## config.mk

```make
export PLATFORM = sky130hd
export DESIGN_NAME = input_conditioner
export DESIGN_NICKNAME = d
export VERILOG_FILES = /design/src/rtl/ui_pkg.sv /design/src/rtl/input_conditioner_debounce_bit.sv /design/src/rtl/input_conditioner.sv
export SDC_FILE = /design/constraint.sdc
export NUM_CORES = 1
export LEC_CHECK = 0
export CAP_MARGIN = 20
export CELL_PAD_IN_SITES_DETAIL_PLACEMENT = 0
export CELL_PAD_IN_SITES_GLOBAL_PLACEMENT = 2
export CORE_MARGIN = 4
export CORE_UTILIZATION = 42
export DETAILED_ROUTE_END_ITERATION = 10
export PLACE_DENSITY = 0.84
export RECOVER_POWER = 25
export SLEW_MARGIN = 20
export SYNTH_ARGS = -nofsm -noshare
export SYNTH_HDL_FRONTEND = slang
export SYNTH_SLANG_ARGS = --single-unit
```

## constraint.sdc

```tcl
create_clock -name i_clk -period 13.05 [get_ports i_clk]
set_input_delay 1.9575 -clock i_clk [delete_from_list [all_inputs] [get_ports i_clk]]
set_output_delay 1.9575 -clock i_clk [all_outputs]
set_load 0.1 [all_outputs]
```

## src/rtl/ui_pkg.sv

```systemverilog
// Shared constants for the user-input front end: key/switch counts, key roles, default timing.
// Latency: n/a (package only).
// Backpressure: n/a (package only).
package ui_pkg;

  localparam int NUM_KEYS = 4;
  localparam int NUM_SW   = 18;

  // Key roles as seen by the mode controller
  localparam int KEY_REC  = 0;
  localparam int KEY_PLAY = 1;
  localparam int KEY_STOP = 2;
  localparam int KEY_AUX  = 3;

  // 20 ms debounce and 1 s long-press at the 12 MHz system clock
  localparam int DEBOUNCE_DEFAULT = 240000;
  localparam int LONG_DEFAULT     = 12000000;

  // Counter width able to hold values 0..n-1, never narrower than one bit
  function automatic int ctr_w(input int n);
    return (n <= 2) ? 1 : $clog2(n);
  endfunction

endpackage

```

## src/rtl/input_conditioner_debounce_bit.sv

```systemverilog
// One key: 2-flop synchronizer, debounce counter, level register, press/release pulses.
// Latency: DEBOUNCE_CYCLES+2 edges from a raw edge to the level change and its pulse.
// Backpressure: none; pulses are single-cycle and must be consumed when presented.
module debounce_bit
  import ui_pkg::*;
#(
  parameter int DEBOUNCE_CYCLES = DEBOUNCE_DEFAULT
) (
  input  logic clk_i,
  input  logic rst_i,
  input  logic key_n_i,
  output logic level_o,
  output logic press_o,
  output logic release_o
);

  localparam int CW = ctr_w(DEBOUNCE_CYCLES);
  localparam logic [CW-1:0] CNT_LAST = CW'(DEBOUNCE_CYCLES - 1);

  logic          meta_q;
  logic          sync_q;
  logic [CW-1:0] cnt_q, cnt_d;
  logic          level_q, level_d;
  logic          press_q, press_d;
  logic          rel_q, rel_d;
  logic          differ;

  // Synchronizer flops idle high so a released key never looks pressed out of reset
  always_ff @(posedge clk_i or posedge rst_i) begin
    if (rst_i) begin
      meta_q <= 1'b1;
      sync_q <= 1'b1;
    end else begin
      meta_q <= key_n_i;
      sync_q <= meta_q;
    end
  end

  // Pin is active-low, level is active-high
  assign differ = (~sync_q) ^ level_q;

  // Count stable disagreement; accept the new level once it has held long enough
  always_comb begin
    cnt_d   = '0;
    level_d = level_q;
    press_d = 1'b0;
    rel_d   = 1'b0;
    if (differ) begin
      if (cnt_q == CNT_LAST) begin
        level_d = ~level_q;
        press_d = ~level_q;
        rel_d   = level_q;
        cnt_d   = '0;
      end else begin
        cnt_d = cnt_q + CW'(1);
      end
    end
  end

  // Debounce state and registered pulses
  always_ff @(posedge clk_i or posedge rst_i) begin
    if (rst_i) begin
      cnt_q   <= '0;
      level_q <= 1'b0;
      press_q <= 1'b0;
      rel_q   <= 1'b0;
    end else begin
      cnt_q   <= cnt_d;
      level_q <= level_d;
      press_q <= press_d;
      rel_q   <= rel_d;
    end
  end

  assign level_o   = level_q;
  assign press_o   = press_q;
  assign release_o = rel_q;

endmodule

```

## src/rtl/input_conditioner.sv

```systemverilog
// Synchronize/debounce KEY and SW pins into clean levels and single-cycle events.
// Latency: DEBOUNCE_CYCLES+2 edges raw-to-output; long press LONG_CYCLES edges after level rise.
// Backpressure: none; events are one-cycle pulses. Optional long-press via INPUT_LONGPRESS_EN.
module input_conditioner
  import ui_pkg::*;
#(
  parameter int DEBOUNCE_CYCLES = DEBOUNCE_DEFAULT,
  parameter int LONG_CYCLES     = LONG_DEFAULT
) (
  input  logic                i_clk,
  input  logic                i_rst,
  input  logic [NUM_KEYS-1:0] i_key_n,
  input  logic [NUM_SW-1:0]   i_sw,
  output logic [NUM_KEYS-1:0] o_key_level,
  output logic [NUM_KEYS-1:0] o_key_press,
  output logic [NUM_KEYS-1:0] o_key_release,
  output logic [NUM_KEYS-1:0] o_key_long,
  output logic [NUM_SW-1:0]   o_sw,
  output logic                o_sw_change
);

  // ---------------------------------------------------------------- keys
  logic [NUM_KEYS-1:0] key_level;

  for (genvar k = 0; k < NUM_KEYS; k++) begin : g_key
    debounce_bit #(
      .DEBOUNCE_CYCLES(DEBOUNCE_CYCLES)
    ) u_db (
      .clk_i     (i_clk),
      .rst_i     (i_rst),
      .key_n_i   (i_key_n[k]),
      .level_o   (key_level[k]),
      .press_o   (o_key_press[k]),
      .release_o (o_key_release[k])
    );
  end

  assign o_key_level = key_level;

  // ------------------------------------------------------------ switches
  localparam int SCW = ctr_w(DEBOUNCE_CYCLES);
  localparam logic [SCW-1:0] SW_CNT_LAST = SCW'(DEBOUNCE_CYCLES - 1);

  logic [NUM_SW-1:0] sw_meta_q;
  logic [NUM_SW-1:0] sw_snap_q;
  logic [NUM_SW-1:0] sw_q, sw_d;
  logic [SCW-1:0]    sw_cnt_q, sw_cnt_d;
  logic              sw_chg_q, sw_chg_d;
  logic              sw_moving;

  // The second synchronizer flop doubles as the snapshot: it reloads every edge,
  // which is the same as reloading only when it differs from the first stage.
  always_ff @(posedge i_clk or posedge i_rst) begin
    if (i_rst) begin
      sw_meta_q <= '0;
      sw_snap_q <= '0;
    end else begin
      sw_meta_q <= i_sw;
      sw_snap_q <= sw_meta_q;
    end
  end

  // A marginal first-stage value can only restart the settle window, never reach o_sw
  assign sw_moving = (sw_meta_q != sw_snap_q);

  // Shared settle counter: any bit moving restarts it; a settled new vector is published
  always_comb begin
    sw_d     = sw_q;
    sw_cnt_d = '0;
    sw_chg_d = 1'b0;
    if (!sw_moving && (sw_snap_q != sw_q)) begin
      if (sw_cnt_q == SW_CNT_LAST) begin
        sw_d     = sw_snap_q;
        sw_chg_d = 1'b1;
      end else begin
        sw_cnt_d = sw_cnt_q + SCW'(1);
      end
    end
  end

  // Switch debounce state and change pulse
  always_ff @(posedge i_clk or posedge i_rst) begin
    if (i_rst) begin
      sw_q     <= '0;
      sw_cnt_q <= '0;
      sw_chg_q <= 1'b0;
    end else begin
      sw_q     <= sw_d;
      sw_cnt_q <= sw_cnt_d;
      sw_chg_q <= sw_chg_d;
    end
  end

  assign o_sw        = sw_q;
  assign o_sw_change = sw_chg_q;

  // ---------------------------------------------------------- long press
`ifdef INPUT_LONGPRESS_EN
  localparam int LW = ctr_w(LONG_CYCLES + 1);
  localparam logic [LW-1:0] HOLD_LAST = LW'(LONG_CYCLES - 1);
  localparam logic [LW-1:0] HOLD_SAT  = LW'(LONG_CYCLES);

  logic [LW-1:0]       hold_q [NUM_KEYS];
  logic [LW-1:0]       hold_d [NUM_KEYS];
  logic [NUM_KEYS-1:0] long_q, long_d;

  // Hold counters run while a key is down, fire once, then park at saturation
  always_comb begin
    for (int k = 0; k < NUM_KEYS; k++) begin
      hold_d[k] = hold_q[k];
      long_d[k] = 1'b0;
      if (!key_level[k]) begin
        hold_d[k] = '0;
      end else if (hold_q[k] == HOLD_LAST) begin
        hold_d[k] = HOLD_SAT;
        long_d[k] = 1'b1;
      end else if (hold_q[k] != HOLD_SAT) begin
        hold_d[k] = hold_q[k] + LW'(1);
      end
    end
  end

  // Hold counter and long-press pulse registers
  always_ff @(posedge i_clk or posedge i_rst) begin
    if (i_rst) begin
      for (int k = 0; k < NUM_KEYS; k++) hold_q[k] <= '0;
      long_q <= '0;
    end else begin
      for (int k = 0; k < NUM_KEYS; k++) hold_q[k] <= hold_d[k];
      long_q <= long_d;
    end
  end

  assign o_key_long = long_q;
`else
  // Long press not built; port kept so the controller interface does not change
  assign o_key_long = '0;
`endif

endmodule
```

==> reports/qor.csv <==
stage,metric,value,unit
outcome,run_status,completed,
global_routing,gr-usage-met1,19.9,%
placement,dp_hpwl,9.25,mm
critical_path,cp.required,11.09,ns
critical_path,ff2ff_setup_slack,10.06,ns
global_routing,first_global_vias,4464,
cts,cts.sinks,165,
run,maxCapViolations,0,
sta,grt_setup_unrepaired,no,
cts,insertion_delay,0.42,ns
logic_synthesis,synthFlopType,dfrtp_1,
logic_synthesis,syn_area,7190,µm²
critical_path,path_cells,clkdlybuf4s50_1,
cells_and_area,antenna_cells,0,
detailed_routing,ant_nets,0,
critical_path,crit_start,g_key[2].u_db.level_o$_DFFE_PP0P_,
sta,post-route-period-util,30.5,%
critical_path,path_class,reg -> out,
sta,finalHoldViolCount,0,
sta,finalSetupViolations,0,
detailed_routing,drt_pass1_iterations,5,
global_routing,grt_overflow,0,
critical_path,reg2reg_depth,6,
sta,finalSetupTns,0,ns
global_routing,antenna_found_initial,0,
floorplan,start_util,43.0,%
cells_and_area,layout-drive-gt1-share,9.80,%
cts,root_buffer,clkbuf_16,
floorplan,io_pins,59,
cts,path_clk_slew,0.06,ns
detailed_routing,drt_iter0_markers,181,
critical_path,r2r-end,o_sw[3]$_DFFE_PP0P_,
cts,holdBufCountCts,0,
global_routing,grt_usage,14.5,%
power,vdd_drop_max,0.0000959,V
cts,numCtsBuffers,17,
placement,io_buffers,54,
cells_and_area,area_delta_synth_final,17.1,%
logic_synthesis,synth_area_per_cell,11.5,µm²
sta,tightest_slew,0.996,ns
cells_and_area,final_cell_mix,"157 x dfrtp_1, 91 x nor2_1, 68 x xor2_1",
critical_path,cp.arrival,2.02,ns
cts,htreeDepth,4,
floorplan,std_cell_rows,47,
critical_path,critPathBufInv,1,
floorplan,dieHeight,139,µm
critical_path,r2r-start,sw_cnt_q[0]$_DFF_PP0_,
critical_path,crit_cells,1,
logic_synthesis,ys_warn_count,0,
critical_path,critPathMaxFanout,5,
cts,cts_resized,0,
logic_synthesis,synth_edf_count,0,
logic_synthesis,synth-async-reset-ratio,100,%
logic_synthesis,synth_cells,624,
detailed_routing,route.detailed.drc,0,
floorplan,core,16700,µm²
sta,slew_headroom,33.4,%
cells_and_area,fillCellCount,1492,
critical_path,crit_end,o_key_level[2],
global_routing,met3_usage,4.10,%
placement,place.gp.congestion,0.743,
cells_and_area,nNetsFinal,700,
critical_path,path_delay_family,buffers and inverters,
detailed_routing,vias,4479,
critical_path,worst_setup_path_start_kind,flop,
cells_and_area,final_common_cell,dfrtp_1,
hold_path,hold_path.class,reg -> reg,
critical_path,critPathCaptureType,output port,
floorplan,die_area,19300,µm²
cts,cts_buffer_depth,2,
floorplan,fp.dieW,139,µm
logic_synthesis,yosysUniqueCellTypes,39,
detailed_routing,wl_per_cell,14.9,µm
critical_path,max_stage_delay,1.17,ns
cells_and_area,final_core_util,50.4,%
cts,cts_setup_buffers,0,
detailed_routing,wl,13.4,mm
sta,period_minus_slack,3.97,ns
logic_synthesis,ys_seq_area_share,57.6,%
sta,skew,0.0112,ns
cts,tritoncts,built,
logic_synthesis,synth_seq_cells,165,
global_routing,grt_pass1_wl,22.5,mm
power,leakage,3.65,nW
global_routing,top_usage_layer,met2,
sta,drv_slew,0,
detailed_routing,vias_per_cell,4.95,
global_routing,globalRouteMet2Util,22.5,%
critical_path,cp_slowest_cell,clkdlybuf4s50_1,
sta,max_clock_freq,252,MHz
power,power_density,126,nW/µm²
global_routing,grt_max_degree,85,
metal layers:
layer | up-vias | wire (µm)
met1 | 2193 | 6310
met5 | - | 0
met3 | 17 | 543
met4 | 0 | 174
li1 | 2199 | -
met2 | 70 | 6400
sequential cells by signal, summed over array words and instances (netlist names):
signal,cells
g_key.u_db.cnt_q,72
g_key.u_db.level_o,4
g_key.u_db.meta_q,4
g_key.u_db.press_o,4
g_key.u_db.release_o,4
g_key.u_db.sync_q,4
o_sw,18
o_sw_change,1
sw_cnt_q,18
sw_meta_q,18
sw_snap_q,18
power by group:
group	leakage, nW	total [mW]	switching, mW	internal, mW
clock	0.282	0.484	0.200	0.284
sequential	2.18	0.533	0.0102	0.523
combinational	1.18	0.0406	0.0271	0.0135
per-stage QoR:
stage                     std cells  hold slack, ns  worst slack (ns)  power [mW]  area [µm²]
after floorplan                 627           0.345              6.64       0.569        7200
after global placement          872           0.346              8.97       0.585        7830
after detailed placement        872           0.348              8.93       0.585        7830
after CTS                       904           0.362              9.06        1.07        8410
after global routing            904           0.360              8.98        1.10        8420
final                           904           0.358              9.08        1.06        8420
synth_stat cells (8+ instances only):
cell	count	area, µm²
nor2_1	91	342
dfstp_2	8	210
nor3_1	27	135
xor2_1	68	596
mux2_4	10	150
buf_4	16	120
nand4_1	21	131
dfrtp_1	157	3930
xnor2_1	50	438
inv_1	9	33.8
mux2_2	8	90.1
nand2_1	27	101
and3_1	20	125
nand3_1	36	180
and4_1	8	70.1
cells by family (layout without fill, tap and decap cells):
kind of cell               after synthesis  after routing  share of synthesized area, %
other                                    1              4                        0.0522
adders and majority gates                5              5                         0.870
DFF                                    165            165                          57.6
muxes                                   18             18                          3.34
AOI/OAI and AO/OA                       10             10                          1.10
xor gates and xnor gates               118            118                          14.4
and+or+nand+nor                        268            268                          19.5
buffers and inverters                   39             96                          3.20
final cells by class:
cell class	instances	area, µm²	area share (%)
multi-input combinational	423	2830	33.6
clock inverter	10	98.8	1.17
sequential	165	4140	49.2
clock buffer	22	484	5.75
tap	220	275	3.27
inverter	9	38.8	0.461
timing repair buffer	55	552	6.56
worst min path at each step:
stage                                         from                              to  slack, ns  cells past startpoint
floorplan           g_key[0].u_db.meta_q$_DFF_PP1_  g_key[0].u_db.sync_q$_DFF_PP1_       0.35                      0
global placement    g_key[0].u_db.meta_q$_DFF_PP1_  g_key[0].u_db.sync_q$_DFF_PP1_       0.35                      0
detailed placement  g_key[2].u_db.meta_q$_DFF_PP1_  g_key[2].u_db.sync_q$_DFF_PP1_       0.35                      0
CTS                 g_key[3].u_db.meta_q$_DFF_PP1_  g_key[3].u_db.sync_q$_DFF_PP1_       0.36                      0
global route        g_key[3].u_db.meta_q$_DFF_PP1_  g_key[3].u_db.sync_q$_DFF_PP1_       0.36                      0
finish              g_key[3].u_db.meta_q$_DFF_PP1_  g_key[3].u_db.sync_q$_DFF_PP1_       0.36                      0
No activity file was read; power rests on OpenSTA's default activity.
